--- src/rtl/irq_rx_pkg.sv ---
// Shared types, cause encodings and source indices for the interrupt receiver.
// The pending vector order is {nm, fast[14:0], ext, tmr, sw}.
package irq_rx_pkg;

  localparam int NumSrc  = 19;
  localparam int NumFast = 15;

  localparam int IdxSw    = 0;
  localparam int IdxTmr   = 1;
  localparam int IdxExt   = 2;
  localparam int IdxFast0 = 3;
  localparam int IdxNm    = 18;

  localparam logic [4:0] CauseSw    = 5'd3;
  localparam logic [4:0] CauseTmr   = 5'd7;
  localparam logic [4:0] CauseExt   = 5'd11;
  localparam logic [4:0] CauseFast0 = 5'd16;
  localparam logic [4:0] CauseNm    = 5'd31;

  typedef enum logic [1:0] {
    IDLE    = 2'd0,
    REQ     = 2'd1,
    HOLDOFF = 2'd2
  } irq_state_e;

  // Lowest priority is written first so higher-priority hits overwrite it.
  function automatic logic [4:0] prio_select(input logic [NumSrc-1:0] cand);
    logic [4:0] id;
    id = 5'd0;
    if (cand[IdxTmr]) id = CauseTmr;
    if (cand[IdxSw])  id = CauseSw;
    if (cand[IdxExt]) id = CauseExt;
    for (int i = NumFast - 1; i >= 0; i--) begin
      if (cand[IdxFast0 + i]) id = CauseFast0 + 5'(i);
    end
    if (cand[IdxNm])  id = CauseNm;
    return id;
  endfunction

  function automatic logic [NumSrc-1:0] cause_mask(input logic [4:0] id);
    logic [NumSrc-1:0] m;
    m = {NumSrc{1'b0}};
    case (id)
      CauseSw:  m[IdxSw]  = 1'b1;
      CauseTmr: m[IdxTmr] = 1'b1;
      CauseExt: m[IdxExt] = 1'b1;
      CauseNm:  m[IdxNm]  = 1'b1;
      default: begin
        for (int i = 0; i < NumFast; i++) begin
          if (id == CauseFast0 + 5'(i)) m[IdxFast0 + i] = 1'b1;
        end
      end
    endcase
    return m;
  endfunction

endpackage

--- src/rtl/irq_sync_edge.sv ---
// Per-source input synchronizer with a rising-edge detector on the synchronized value.
// Stages=0 passes the input straight through for sources already in the clk_i domain.
module irq_sync_edge #(
  parameter int Stages = 2
) (
  input  logic clk_i,
  input  logic rst_ni,
  input  logic i_d,
  output logic o_level,
  output logic o_edge
);

  logic w_level;
  logic r_prev;

  if (Stages == 0) begin : g_bypass
    assign w_level = i_d;
  end else begin : g_sync
    logic [Stages-1:0] r_sync;

    // Synchronizer shift chain.
    always_ff @(posedge clk_i) begin
      if (!rst_ni) begin
        r_sync <= {Stages{1'b0}};
      end else begin
        r_sync[0] <= i_d;
        for (int k = 1; k < Stages; k++) begin
          r_sync[k] <= r_sync[k-1];
        end
      end
    end

    assign w_level = r_sync[Stages-1];
  end

  // Previous synchronized level for edge detection.
  always_ff @(posedge clk_i) begin
    if (!rst_ni) begin
      r_prev <= 1'b0;
    end else begin
      r_prev <= w_level;
    end
  end

  assign o_level = w_level;
  assign o_edge  = w_level & ~r_prev;

endmodule

--- src/rtl/irq_pending_arbiter.sv ---
// Interrupt receiver: synchronizes sources, latches edge events, masks, and offers the
// highest-priority cause to the core over a req/ack handshake with a post-ack holdoff.
module irq_pending_arbiter
  import irq_rx_pkg::*;
#(
  parameter int                SyncStages    = 2,
  parameter logic [NumSrc-1:0] EdgeMask      = 19'h0,
  parameter int                HoldoffCycles = 4
) (
  input  logic        clk_i,
  input  logic        rst_ni,
  input  logic        irq_software_i,
  input  logic        irq_timer_i,
  input  logic        irq_external_i,
  input  logic [14:0] irq_fast_i,
  input  logic        irq_nm_i,
  input  logic [17:0] irq_en_i,
  output logic        irq_req_o,
  output logic [4:0]  irq_id_o,
  input  logic        irq_ack_i,
  output logic [18:0] pending_o,
  output logic        ack_err_o
);

  localparam int CntW = (HoldoffCycles > 1) ? $clog2(HoldoffCycles + 1) : 1;

  logic [NumSrc-1:0] w_src;
  logic [NumSrc-1:0] w_level;
  logic [NumSrc-1:0] w_edge;
  logic [NumSrc-1:0] w_pending;
  logic [NumSrc-1:0] w_cand;
  logic              w_any;
  logic [4:0]        w_win_id;

  irq_state_e        r_state;
  logic              r_req;
  logic [4:0]        r_id;
  logic [CntW-1:0]   r_cnt;
  logic              r_ack_err;
  logic [NumSrc-1:0] r_pend_edge;

  irq_state_e        w_state_nxt;
  logic              w_req_nxt;
  logic [4:0]        w_id_nxt;
  logic [CntW-1:0]   w_cnt_nxt;
  logic              w_ack_err_nxt;
  logic [NumSrc-1:0] w_clr;
  logic [NumSrc-1:0] w_pend_edge_nxt;

  assign w_src = {irq_nm_i, irq_fast_i, irq_external_i, irq_timer_i, irq_software_i};

  for (genvar g = 0; g < NumSrc; g++) begin : g_src
    irq_sync_edge #(
      .Stages (SyncStages)
    ) u_sync (
      .clk_i   (clk_i),
      .rst_ni  (rst_ni),
      .i_d     (w_src[g]),
      .o_level (w_level[g]),
      .o_edge  (w_edge[g])
    );
  end

  // Level sources mirror the synchronized input; edge sources use the latched flag.
  assign w_pending = (r_pend_edge & EdgeMask) | (w_level & ~EdgeMask);
  assign w_cand    = w_pending & {1'b1, irq_en_i};
  assign w_any     = |w_cand;
  assign w_win_id  = prio_select(w_cand);

  // Next-state and next-output logic for the handshake FSM.
  always_comb begin
    w_state_nxt   = r_state;
    w_req_nxt     = r_req;
    w_id_nxt      = r_id;
    w_cnt_nxt     = r_cnt;
    w_ack_err_nxt = 1'b0;
    w_clr         = {NumSrc{1'b0}};
    case (r_state)
      IDLE: begin
        w_ack_err_nxt = irq_ack_i;
        if (w_any) begin
          w_state_nxt = REQ;
          w_req_nxt   = 1'b1;
          w_id_nxt    = w_win_id;
        end else begin
          w_req_nxt   = 1'b0;
        end
      end
      REQ: begin
        w_req_nxt = 1'b1;
        if (irq_ack_i) begin
          w_clr     = cause_mask(r_id) & EdgeMask;
          w_req_nxt = 1'b0;
          if (HoldoffCycles == 0) begin
            w_state_nxt = IDLE;
          end else begin
            w_state_nxt = HOLDOFF;
            w_cnt_nxt   = CntW'(HoldoffCycles);
          end
        end else begin
          w_state_nxt = REQ;
        end
      end
      HOLDOFF: begin
        w_req_nxt     = 1'b0;
        w_ack_err_nxt = irq_ack_i;
        if (r_cnt <= CntW'(1)) begin
          w_state_nxt = IDLE;
          w_cnt_nxt   = {CntW{1'b0}};
        end else begin
          w_cnt_nxt   = r_cnt - CntW'(1);
        end
      end
      default: begin
        w_state_nxt = IDLE;
        w_req_nxt   = 1'b0;
        w_cnt_nxt   = {CntW{1'b0}};
      end
    endcase
    // A new edge in the same cycle as the clearing ack keeps the bit pending.
    w_pend_edge_nxt = (r_pend_edge & ~w_clr) | (w_edge & EdgeMask);
  end

  // State, output and pending registers.
  always_ff @(posedge clk_i) begin
    if (!rst_ni) begin
      r_state     <= IDLE;
      r_req       <= 1'b0;
      r_id        <= 5'd0;
      r_cnt       <= {CntW{1'b0}};
      r_ack_err   <= 1'b0;
      r_pend_edge <= {NumSrc{1'b0}};
    end else begin
      r_state     <= w_state_nxt;
      r_req       <= w_req_nxt;
      r_id        <= w_id_nxt;
      r_cnt       <= w_cnt_nxt;
      r_ack_err   <= w_ack_err_nxt;
      r_pend_edge <= w_pend_edge_nxt;
    end
  end

  assign irq_req_o = r_req;
  assign irq_id_o  = r_id;
  assign ack_err_o = r_ack_err;
  assign pending_o = w_pending;

endmodule
--- config.mk ---
export PLATFORM = sky130hd
export DESIGN_NAME = irq_pending_arbiter
export DESIGN_NICKNAME = d
export VERILOG_FILES = /design/src/rtl/irq_rx_pkg.sv /design/src/rtl/irq_sync_edge.sv /design/src/rtl/irq_pending_arbiter.sv
export SDC_FILE = /design/constraint.sdc
export NUM_CORES = 1
export LEC_CHECK = 0
export ABC_AREA = 1
export ABC_CLOCK_PERIOD_IN_PS = 3350
export CAP_MARGIN = 15
export CORE_MARGIN = 2
export CORE_UTILIZATION = 49
export DETAILED_ROUTE_END_ITERATION = 6
export GPL_TIMING_DRIVEN = 0
export PLACE_DENSITY = 0.83
export SLEW_MARGIN = 20
export SYNTH_ARGS = -nofsm -noshare
export SYNTH_HDL_FRONTEND = slang
export SYNTH_SLANG_ARGS = --single-unit
--- constraint.sdc ---
create_clock -name clk_i -period 3.35 [get_ports clk_i]
set_input_delay 0.335 -clock clk_i [delete_from_list [all_inputs] [get_ports clk_i]]
set_output_delay 0.335 -clock clk_i [all_outputs]
set_load 0.005 [all_outputs]
==> results.rst, run 1 <==
.. list-table::
   :header-rows: 1

   * - Metric
     - Value
   * - DRC
     - 0
   * - Sort of element at the start of the critical path
     - input pin
   * - Yosys Warn Count
     - 0
   * - Cell repeated most along the worst path
     - nand2_2
   * - Grt ovf
     - 0
   * - CP delay by family, top
     - simple AND/OR/NAND/NOR gates
   * - Global-route wire length before repair
     - around 7000 µm
   * - Core Rows
     - 23
   * - Library cells used by synthesis
     - 28
   * - Mean post-synth cell area
     - 7.75 µm²
   * - Outcome
     - complete, no violations
   * - Mean routed wirelength per cell
     - 10.9 µm
   * - Slowest cell on the critical path
     - clkdlybuf4s50_1
   * - Number of instances in the synthesized netlist
     - 266
   * - Count of final max-slew check failures
     - 0
   * - Via density per instance
     - between 4 and 5
   * - Peak Freq
     - 0.596 GHz
   * - CP cell instances
     - clkdlybuf4s50_1 > nand2_2 > nand2_1 > nor2_4 > nand4_1 > nor4_2 > nand3_1 > nand2_2 > inv_2 > o21ai_1 > a21oi_1
   * - Sequential cell area
     - 1000 µm²
   * - TritonCTS clock tree
     - yes
   * - Total of max-cap violations
     - 0
   * - Number of resized instances in the post-cts repair step
     - 0
   * - Initial DRT Pass Iterations
     - 4
   * - Antenna violations before repair
     - 0
   * - Post-detailed-route count of antenna-violating nets
     - 0
   * - Detailed Route WL
     - 4240 µm
   * - Met1 demand-to-capacity share in global routing
     - 21.8%
   * - Global router's overall resource usage
     - 19.9%
   * - Multi-input combinational cell area
     - 707 µm²
   * - Clock sink count
     - 50
   * - Number of global-route vias before repair
     - 1685
   * - Global routing met2 resource utilization
     - 34.9%
   * - Setup total negative slack
     - 0 ns
   * - Weighted congestion reported at the end of routability-driven placement
     - between 0.9 and 1
   * - Core area
     - 4030 µm²
   * - Most frequent cells in the layout
     - 73 x nand2_1, 64 x clkdlybuf4s50_1, 50 x inv_1, 50 x dfxtp_1, 19 x buf_4
   * - Worst Path Class, Setup
     - input pin to flop
   * - Crit-path max cell delay
     - 0.42 ns
   * - Clock buffers created by TritonCTS
     - 5
   * - CTS Hold Bufs
     - 0
   * - Overall die width
     - 68.9 µm
   * - Clock skew
     - 0.00903 ns
   * - Final hold viol count
     - 0
   * - Count of buffers added by post-CTS timing repair for setup
     - 0
   * - Transition time of the tightest slew-check pin
     - 0.467 ns
   * - Final Net Count
     - 382
   * - CTS max path bufs
     - 2
   * - Final critical-path share of the clock period
     - 50.1%
   * - Power density cells
     - ~500 nW/µm²
   * - Effective utilization at floorplan
     - 51.1%
   * - Post-synthesis sequential area ratio
     - 48.6%
   * - Filler Cells Inserted
     - 318
   * - Port bufs
     - 64
   * - Worst IR Drop VDD
     - 0.000291 V
   * - Proportion of layout cells with a drive suffix above 1
     - 14.2%
   * - H-Tree Level Count
     - 2
   * - Number of top-level pins
     - 66
   * - Path type of the worst min-delay path
     - flop to flop
   * - Area growth from synthesis to final layout
     - 41.0%
   * - Worst-path clk slew
     - about 0.090 ns
   * - Number of buffers and inverters on the critical path
     - 2
   * - Final critical delay including setup and external delays
     - 1.68 ns
   * - Commonest non-fill, non-tap cell in the layout
     - nand2_1
   * - Flip-flop and latch count after synthesis
     - 50
   * - Via total after detailed routing
     - 1744
   * - Post-layout util
     - 72.1%
   * - Arrival time at the worst endpoint
     - 1.86 ns
   * - Number of nets in the synthesized netlist
     - just over 300
   * - Pleak
     - around 1.6 nW
   * - Clk Latency, worst-skew pair
     - 0.30 ns
   * - Worst-case headroom to the max-slew limit
     - between 60% and 70%
   * - Endpoint type of the worst setup path
     - flop
   * - Met3 track utilization from global routing
     - 5.36%
   * - Die area
     - 4740 µm²
   * - Root buf cell
     - clkbuf_8
   * - Combined area of all synthesized cells
     - 2060 µm²
   * - Die Height
     - 68.9 µm
   * - Maximum number of pins on one net before global-route repair
     - 16
   * - Antenna Diode Count
     - 0
   * - # setup viols final
     - 0
   * - Iteration-0 DRC count of the detailed router
     - 86
   * - Unrepaired setup endpoints after global routing
     - no
   * - Required time worst endpoint
     - 3.54 ns
   * - Most used routing layer
     - met2
   * - Half-perimeter wire length of the detailed placement result
     - 3320 µm
   * - Maximum fanout along the worst path
     - 5
## worst paths after layout
kind                                                              startpoint                                      endpoint  slack (ns)  cells after the start
worst max-delay path                                             irq_en_i[7]                      irq_id_o[1]$_SDFFE_PN0P_        1.67                     11
worst min-delay path            g_src[16].u_sync.g_sync.r_sync[0]$_SDFF_PN0_  g_src[16].u_sync.g_sync.r_sync[1]$_SDFF_PN0_        0.42                      2
worst max register to register   g_src[7].u_sync.g_sync.r_sync[1]$_SDFF_PN0_                      irq_id_o[1]$_SDFFE_PN0P_        1.80                     10
worst min register to register  g_src[16].u_sync.g_sync.r_sync[0]$_SDFF_PN0_  g_src[16].u_sync.g_sync.r_sync[1]$_SDFF_PN0_        0.42                      2
## cell usage after synthesis
cell      count  share of area, %
nand2_2      12               3.6
nor4_1        1              0.30
a211oi_1      1              0.36
o21bai_1      1              0.36
nor2_4        1              0.55
nand3_1       2              0.49
ha_1          5               3.0
buf_1         4              0.73
buf_4        19               6.9
nor4_2        1              0.61
a31o_2        1              0.43
dfxtp_1      50                49
nand2_4       1              0.55
o21ai_0       3              0.73
nand4_1       3              0.91
a21oi_1      13               3.2
nor2_1       13               2.4
inv_1        50               9.1
a31oi_1       1              0.30
nand2_1      73                13
xor2_1        1              0.43
o21ai_2       1              0.43
clkbuf_1      1              0.18
nor2_2        1              0.30
nand3_2       1              0.49
inv_2         1              0.18
o21ai_1       4              0.97
a211oi_2      1              0.61
## worst reg2reg max path, cell delays in order, from the launching register on
cell and delay, ns:
dfxtp_1 0.33, nand2_2 0.08, nand2_1 0.10, nor2_4 0.12
nand4_1 0.11, nor4_2 0.19, nand3_1 0.12, nand2_2 0.12
inv_2 0.07, o21ai_1 0.14, a21oi_1 0.06
## cell type report
| cell class | instances | area share (%) |
|---|---|---|
| timing repair buffer | 64 | 22.0 |
| multi-input combinational | 141 | 24.3 |
| inverter | 51 | 6.59 |
| tap | 50 | 2.15 |
| sequential | 50 | 34.4 |
| clock inverter | 2 | 2.07 |
| buffer | 24 | 5.55 |
| clock buffer | 6 | 2.84 |
## logic make-up (layout without fill, tap and decap cells)
kind of cell | count (synthesis) | after routing | synth area share, %
xor+xnor | 1 | 1 | 0.425
fa+ha+maj | 5 | 5 | 3.04
flops | 50 | 50 | 48.6
buf+inv | 75 | 147 | 17.1
simple gates | 109 | 109 | 23.5
compound gates | 26 | 26 | 7.35
## state kept, by name, indices dropped and copies added, names as in the netlist
signal	cells
ack_err_o	1
irq_id_o	5
r_state	2
g_src.u_sync.g_sync.r_sync	38
r_cnt	3
irq_req_o	1
## metal layers
metal | wire length [µm] | up-vias
li1 | - | 913
met3 | 258 | 6
met1 | 1800 | 771
met5 | 0 | -
met2 | 2120 | 54
met4 | 64 | 0
## power breakdown
group          internal [mW]  switching (mW)
Sequential             0.639          0.0227
Combinational          0.144           0.121
Clock                  0.318           0.194
## stage by stage
step	worst slack, ns	cells	instance area (µm²)	total power [mW]	hold slack (ns)
after floorplan	2.00	266	2060	0.808	0.390
after global placement	1.40	380	2760	0.933	0.392
after detailed placement	1.41	380	2760	0.938	0.396
after CTS	1.69	388	2910	1.45	0.417
after global routing	1.54	388	2910	1.50	0.426
final	1.67	388	2910	1.44	0.416
Power figures use the tool's default switching activity.
==> run 2, diff against run 1 <==
ABC_CLOCK_PERIOD_IN_PS = 1660   (was 3350)
CORE_UTILIZATION = 46   (was 49)
PLACE_DENSITY = 0.79   (was 0.83)
clock period = 1.66 ns   (was 3.35 ns; I/O delays follow)
==> results.rst, run 2 (synthesis results as in run 1) <==
.. list-table::
   :header-rows: 1

   * - Metric
     - Value
   * - Outcome
     - complete, no violations
   * - Commonest non-fill, non-tap cell in the layout
     - nand2_1
   * - Power density cells
     - 925 nW/µm² (+87%)
   * - Post-detailed-route count of antenna-violating nets
     - 0 (unchanged)
   * - # setup viols final
     - 0 (unchanged)
   * - Endpoint type of the worst setup path
     - flop
   * - Initial DRT Pass Iterations
     - 4 (unchanged)
   * - Global-route wire length before repair
     - 6890 µm (+0.10%)
   * - Core Rows
     - 24 (+4.3%)
   * - Transition time of the tightest slew-check pin
     - 0.440 ns (-0.0270 ns)
   * - Iteration-0 DRC count of the detailed router
     - 79 (-8.1%)
   * - Root buf cell
     - clkbuf_8
   * - Mean routed wirelength per cell
     - 10.5 µm (-4.1%)
   * - Power consumption
     - 2.69 mW (+87%)
   * - Final critical-path share of the clock period
     - 97.5%
   * - Clk Latency, worst-skew pair
     - 0.30 ns (about the same)
   * - Unrepaired setup endpoints after global routing
     - yes
   * - Max reg flops
     - 38 (unchanged)
   * - Clock skew
     - 0.00629 ns (-0.00275 ns)
   * - Sort of element at the start of the critical path
     - flop
   * - Worst-case headroom to the max-slew limit
     - 70.6% (+1.8 points)
   * - Setup WS pre-CTS
     - -0.193 ns (-1.60 ns)
   * - Global router's overall resource usage
     - 17.4% (-2.5 points)
   * - Path type of the worst min-delay path
     - input pin to flop
   * - Weighted congestion reported at the end of routability-driven placement
     - 0.836 (-7.5%)
   * - Antenna violations before repair
     - 0 (unchanged)
   * - Half-perimeter wire length of the detailed placement result
     - 3220 µm (-2.9%)
   * - Total of max-cap violations
     - 0 (unchanged)
   * - Worst Slack Setup Final
     - 0.0418 ns (-1.63 ns)
   * - Maximum fanout along the worst path
     - 5 (unchanged)
   * - Antenna Diode Count
     - 0 (unchanged)
   * - Worst Path Class, Setup
     - flop to flop
   * - Final critical delay including setup and external delays
     - between 1.5 and 2 ns
   * - Via density per instance
     - 4.45 (-1.1%)
   * - Clock buffers created by TritonCTS
     - 5 (unchanged)
   * - CTS max path bufs
     - 2 (unchanged)
   * - Final hold viol count
     - 0 (unchanged)
   * - Die Height
     - 70.9 µm (+3.0%)
   * - Detailed Route WL
     - 4100 µm (-3.3%)
   * - Core area
     - 4320 µm² (+7.3%)
   * - Required time worst endpoint
     - 1.84 ns (-1.70 ns)
   * - Final Net Count
     - 383 (+0.26%)
   * - DRC
     - 0 (unchanged)
   * - Effective utilization at floorplan
     - 47.7% (-3.5 points)
   * - Number of global-route vias before repair
     - 1606 (-4.7%)
   * - Number of top-level pins
     - 66 (unchanged)
   * - Via total after detailed routing
     - 1739 (-0.29%)
   * - Grt ovf
     - 0 (unchanged)
   * - Peak Freq
     - 0.618 GHz
   * - Most frequent cells in the layout
     - 70 x nand2_1, 64 x clkdlybuf4s50_1, 50 x inv_1, 48 x dfxtp_1, 20 x buf_4
   * - Die area
     - 5030 µm² (+6.1%)
   * - Count of final max-slew check failures
     - 0 (unchanged)
   * - Overall die width
     - 70.9 µm (+3.0%)
   * - Worst IR Drop VDD
     - 0.000465 V (+60%)
   * - Port bufs
     - 64 (unchanged)
   * - Maximum number of pins on one net before global-route repair
     - 15 (-1)
   * - TritonCTS clock tree
     - yes
   * - Area growth from synthesis to final layout
     - 41.3%
   * - Post-layout util
     - 67.4% (-4.8 points)
   * - Clock sink count
     - 50 (unchanged)
   * - H-Tree Level Count
     - 2 (unchanged)
   * - Worst-path clk slew
     - 0.09 ns (about the same)
   * - Arrival time at the worst endpoint
     - 1.80 ns (-0.06 ns)
   * - Proportion of layout cells with a drive suffix above 1
     - 16.8% (+2.6 points)
   * - Largest register by flop count
     - g_src.u_sync.g_sync.r_sync
   * - Pleak
     - 1.55 nW (-0.37%)
[run 2: worst max-delay path, cell delays in order (launching register included)]
cell     delay (ns)
dfxtp_2        0.33
nand2_2        0.08
nand2_4        0.07
nor2_4         0.12
nand4_1        0.11
nor4_2         0.28
nand3_1        0.13
nand2_2        0.13
inv_4          0.06
o21ai_1        0.12
a21oi_1        0.07
[run 2: per-stage QoR]
stage,cells,hold slack (ns),setup TNS (ns),cell area (µm²)
3_5_place_dp,382,0.400,-1.03,2770
6_report,391,0.260,0,2910
2_1_floorplan,266,0.264,0,2060
4_1_cts,390,0.240,0,2880
3_3_place_gp,382,0.391,-0.584,2770
5_1_grt,391,0.275,-0.349,2910
[run 2: metal layers]
layer / up-vias / wire length [µm] / GRT usage [%] / share of wire, %
li1: 916 / - / - / -
met1: 763 / 1680 / 21.0 / 41
met2: 52 / 2060 / 29.4 / 50
met3: 8 / 292 / 6.13 / 7.1
met4: 0 / 63 / 5.03 / 1.5
met5: - / 0 / 0 / 0
[run 2: cell type report]
type / count / area, µm²
Fill cell: 381 / 1410
Sequential cell: 50 / 1000
Multi-Input combinational cell: 141 / 731
Timing Repair Buffer: 65 / 648
Inverter: 51 / 194
Buffer: 24 / 161
Clock buffer: 8 / 110
Tap cell: 52 / 65.1
[run 2: final timing paths]
check | start | endpoint | slack (ns) | depth (start not counted)
min | rst_ni | irq_id_o[0]$_SDFFE_PN0P_ | 0.26 | 3
max reg2reg | g_src[8].u_sync.g_sync.r_sync[1]$_SDFF_PN0_ | irq_id_o[4]$_SDFFE_PN0P_ | 0.04 | 10
max | g_src[8].u_sync.g_sync.r_sync[1]$_SDFF_PN0_ | irq_id_o[4]$_SDFFE_PN0P_ | 0.04 | 10
min reg2reg | g_src[8].u_sync.g_sync.r_sync[0]$_SDFF_PN0_ | g_src[8].u_sync.g_sync.r_sync[1]$_SDFF_PN0_ | 0.41 | 2
[run 2: timing repair]
| item | 4_1_cts | 5_1_grt |
|---|---|---|
| hold buffers | 0 | 0 |
| buffers inserted | 0 | 1 |
| setup endpoints to repair | 0 | 7 |
| gates resized for setup | 0 | 10 |
[run 2: power by group]
part	internal [mW]	leakage [nW]	switching [mW]
combinational	0.308	1.08	0.257
clock	0.421	0.0575	0.373
sequential	1.29	0.414	0.0458
total	2.02	1.55	0.676
==> run 3, diff against run 2 <==
ABC_AREA = default   (was 1)
CORE_UTILIZATION = 45   (was 46)
PLACE_DENSITY = 0.78   (was 0.79)
==> results.rst, run 3 <==
.. list-table::
   :header-rows: 1

   * - Metric
     - Value
   * - Outcome
     - complete, no violations
   * - Setup WS pre-CTS
     - -0.553 ns (-0.360 ns)
   * - Clk Latency, worst-skew pair
     - 0.30 ns (about the same)
   * - Peak Freq
     - 0.607 GHz (-1.8%)
   * - Worst-path clk slew
     - 0.09 ns (about the same)
   * - Dominant combinational cell family by area after synthesis
     - simple AND/OR/NAND/NOR gates
   * - # placed instances
     - 324 (-15%)
   * - Synth Area in Simple Gates
     - 19.5% (-4.0 points)
   * - Most area-hungry cell type in the Yosys netlist
     - dfxtp_1
   * - Commonest non-fill, non-tap cell in the layout
     - clkdlybuf4s50_1
   * - Path type of the worst min-delay path
     - input pin to flop
   * - DRC
     - 0 (unchanged)
   * - Initial DRT Pass Iterations
     - 4 (unchanged)
   * - Global-route wire length before repair
     - 7180 µm (+4.1%)
   * - Worst-case headroom to the max-slew limit
     - 72.9% (+2.3 points)
   * - Final Net Count
     - 328 (-14%)
   * - Maximum number of pins on one net before global-route repair
     - 16 (+1)
   * - Clock sink count
     - 50 (unchanged)
   * - Detailed Route WL
     - 4400 µm (+7.4%)
   * - Core area
     - 4350 µm² (+0.69%)
   * - Count of final max-slew check failures
     - 0 (unchanged)
   * - Proportion of layout cells with a drive suffix above 1
     - 16.5% (-0.26 points)
   * - Number of nets in the synthesized netlist
     - 253 (-19%)
   * - Unrepaired setup endpoints after global routing
     - yes
   * - Final hold viol count
     - 0 (unchanged)
   * - Post-route insts no fill
     - 336 (-14%)
   * - Transition time of the tightest slew-check pin
     - 0.406 ns (-0.0346 ns)
   * - Yosys Warn Count
     - 0 (unchanged)
   * - Die Height
     - 71.3 µm (+0.58%)
   * - Iteration-0 DRC count of the detailed router
     - 91 (+15%)
   * - Portion of synthesized cell area occupied by the leading cell type
     - 49.0% (+0.48 points)
   * - Xor/xnor cell area share of the yosys netlist
     - 0% (-0.43 points)
   * - Most frequent cells in the layout
     - 64 x clkdlybuf4s50_1, 46 x dfxtp_1, 39 x and2_1, 22 x buf_4, 17 x nand2_1
   * - Half-perimeter wire length of the detailed placement result
     - 3470 µm (+7.7%)
   * - Root buf cell
     - clkbuf_8
   * - Endpoint type of the worst setup path
     - flop
   * - Via density per instance
     - 4.93 (+11%)
   * - CTS max path bufs
     - 2 (unchanged)
   * - Number of top-level pins
     - 66 (unchanged)
   * - Multiplexer fraction of the synthesized cell area
     - 0.490% (+0.49 points)
   * - Clock buffers created by TritonCTS
     - 5 (unchanged)
   * - Synth Area in Adders
     - 3.07% (+0.030 points)
   * - Worst hold path cell count
     - 3 (unchanged)
   * - Largest register by flop count
     - g_src.u_sync.g_sync.r_sync
   * - Mean post-synth cell area
     - 9.81 µm² (+27%)
   * - Maximum fanout along the worst path
     - 4 (-1)
   * - Total of max-cap violations
     - 0 (unchanged)
   * - Arrival time at the worst endpoint
     - 1.82 ns (+0.02 ns)
   * - Hold Path Sink
     - irq_id_o[1]$_SDFFE_PN0P_
   * - Hold path startpoint
     - rst_ni
   * - # setup viols final
     - 0 (unchanged)
   * - Most numerous cell types in the synthesized netlist
     - 50 x dfxtp_1, 40 x and2_1, 19 x buf_4
   * - Grt ovf
     - 0 (unchanged)
   * - H-Tree Level Count
     - 2 (unchanged)
   * - Area growth from synthesis to final layout
     - 44.5%
   * - Post-layout util
     - 67.7% (+0.34 points)
   * - Weighted congestion reported at the end of routability-driven placement
     - 0.815 (-2.5%)
   * - Clock skew
     - 0.00320 ns (-0.00308 ns)
   * - Worst Slack Setup Final
     - 0.0120 ns (-0.0298 ns)
   * - Overall die width
     - 71.3 µm (+0.58%)
   * - Final critical-path share of the clock period
     - 99.3% (+1.8 points)
   * - Effective utilization at floorplan
     - 46.9% (-0.79 points)
   * - CTS Hold Bufs
     - 0 (unchanged)
   * - Fraction of the mapped netlist area in compound gates
     - 18.3% (+11 points)
   * - Reg-to-reg critical path startpoint
     - g_src[2].u_sync.g_sync.r_sync[1]$_SDFF_PN0_
   * - Worst reg2reg path endpoint
     - irq_id_o[0]$_SDFFE_PN0P_
   * - R2R depth
     - 5 (-5)
   * - Top FF cell, synth
     - dfxtp_1
   * - Sort of element at the start of the critical path
     - flop
   * - Pleak
     - 1.20 nW (-22%)
   * - Worst setup path startpoint
     - g_src[2].u_sync.g_sync.r_sync[1]$_SDFF_PN0_
   * - Synth async-reset ratio
     - 0% (unchanged)
   * - Max reg flops
     - 38 (unchanged)
   * - Flip-flop and latch count after synthesis
     - 50 (unchanged)
   * - Port bufs
     - 64 (unchanged)
   * - Core Rows
     - 24 (unchanged)
   * - Global router's overall resource usage
     - 18.1% (+0.67 points)
   * - Post-synthesis sequential area ratio
     - 49.0% (+0.48 points)
   * - Required time worst endpoint
     - 1.84 ns (about the same)
   * - Library cells used by synthesis
     - 37 (+32%)
   * - Slack of the worst reg-to-reg path
     - 0.01 ns (-0.03 ns)
   * - Mean routed wirelength per cell
     - 13.1 µm (+25%)
   * - Number of global-route vias before repair
     - 1601 (-0.31%)
   * - Number of instances in the synthesized netlist
     - 208 (-22%)
   * - Antenna violations before repair
     - 0 (unchanged)
   * - Power density cells
     - 910 nW/µm² (-1.6%)
   * - Post-detailed-route count of antenna-violating nets
     - 0 (unchanged)
   * - Leading cell type by number of instances after synthesis
     - dfxtp_1
   * - TritonCTS clock tree
     - yes
   * - Final critical delay including setup and external delays
     - 1.65 ns (+0.0298 ns)
   * - Die area
     - 5090 µm² (+1.2%)
   * - Number of synthesized flops with an enable pin
     - 0 (unchanged)
   * - Via total after detailed routing
     - 1657 (-4.7%)
   * - Worst IR Drop VDD
     - 0.000679 V (+46%)
   * - Antenna Diode Count
     - 0 (unchanged)
   * - Combined area of all synthesized cells
     - 2040 µm² (-0.97%)
   * - Top area cells in the synthesized netlist
     - dfxtp_1 49%, and2_1 12%, buf_4 7.0%
   * - Worst Path Class, Setup
     - flop to flop
==> run 3: cell types whose count changed after synthesis, sizes merged, moves of 5 or more <==
cell,before,now
nand2,86,17
inv,51,9
and2,0,40
nor2,15,6
a22o,0,5
==> run 3: worst max-delay path by stage <==
stage                                          end  slack [ns]
final                     irq_id_o[0]$_SDFFE_PN0P_        0.01
after global routing      irq_id_o[2]$_SDFFE_PN0P_       -0.08
after CTS                 irq_id_o[2]$_SDFFE_PN0P_        0.03
after detailed placement  irq_id_o[0]$_SDFFE_PN0P_       -0.55
after global placement    irq_id_o[0]$_SDFFE_PN0P_       -0.54
after floorplan           irq_id_o[0]$_SDFFE_PN0P_        0.01
==> run 3: per-stage QoR <==
stage | hold slack [ns] | setup TNS, ns | area (µm²) | power, mW
floorplan | 0.293 | 0 | 2040 | 1.59
global placement | 0.414 | -2.68 | 2750 | 1.83
detailed placement | 0.419 | -2.83 | 2750 | 1.84
CTS | 0.277 | 0 | 2880 | 2.67
global route | 0.280 | -0.374 | 2950 | 2.81
finish | 0.270 | 0 | 2950 | 2.68
==> run 3: timing repair <==
| item | CTS | global route |
|---|---|---|
| gates resized for setup | 3 | 11 |
| endpoints found under the setup margin | 7 | 8 |
| endpoints found under the hold margin | 0 | 0 |
| buffers inserted | 1 | 3 |
| pin swaps | 1 | 10 |
==> run 3: area by class of cell <==
cell class / count / area [µm²]
fillers: 344 / 1410
multi-input cells: 125 / 888
clock inverters: 2 / 37.5
well taps: 52 / 65.1
repair buffers: 68 / 683
flip-flops and latches: 50 / 1010
clock buffers: 6 / 72.6
plain buffers: 24 / 161
inverters: 9 / 33.8
==> run 3: worst max-delay path: stages, from the launching register on <==
cell and delay, ns:
dfxtp_2 0.34, a222oi_1 0.41, a21boi_2 0.25, o311ai_2 0.10, a221oi_2 0.31, a211oi_1 0.11
==> run 3: cells by family after synthesis <==
| kind of cell | Yosys count |
|---|---|
| fa+ha+maj | 5 |
| simple gates | 72 |
| flops | 50 |
| compound gates | 47 |
| buf+inv | 33 |
| mux | 1 |
==> run 3: layer usage <==
metal / share of wire, % / up-vias / routed length, µm / GRT usage, %
met4: 1.2 / 0 / 54 / 6.92
li1: - / 847 / - / -
met1: 42 / 762 / 1840 / 21.1
met5: 0 / - / 0 / 0
met3: 6.1 / 5 / 269 / 4.22
met2: 51 / 43 / 2230 / 32.0
==> run 3: report_power, final <==
group          switching [mW]  total [mW]  leakage (nW)  internal, mW
Clock                   0.381       0.830        0.0514         0.449
Combinational           0.210       0.531         0.737         0.322
Sequential             0.0412        1.32         0.415          1.28
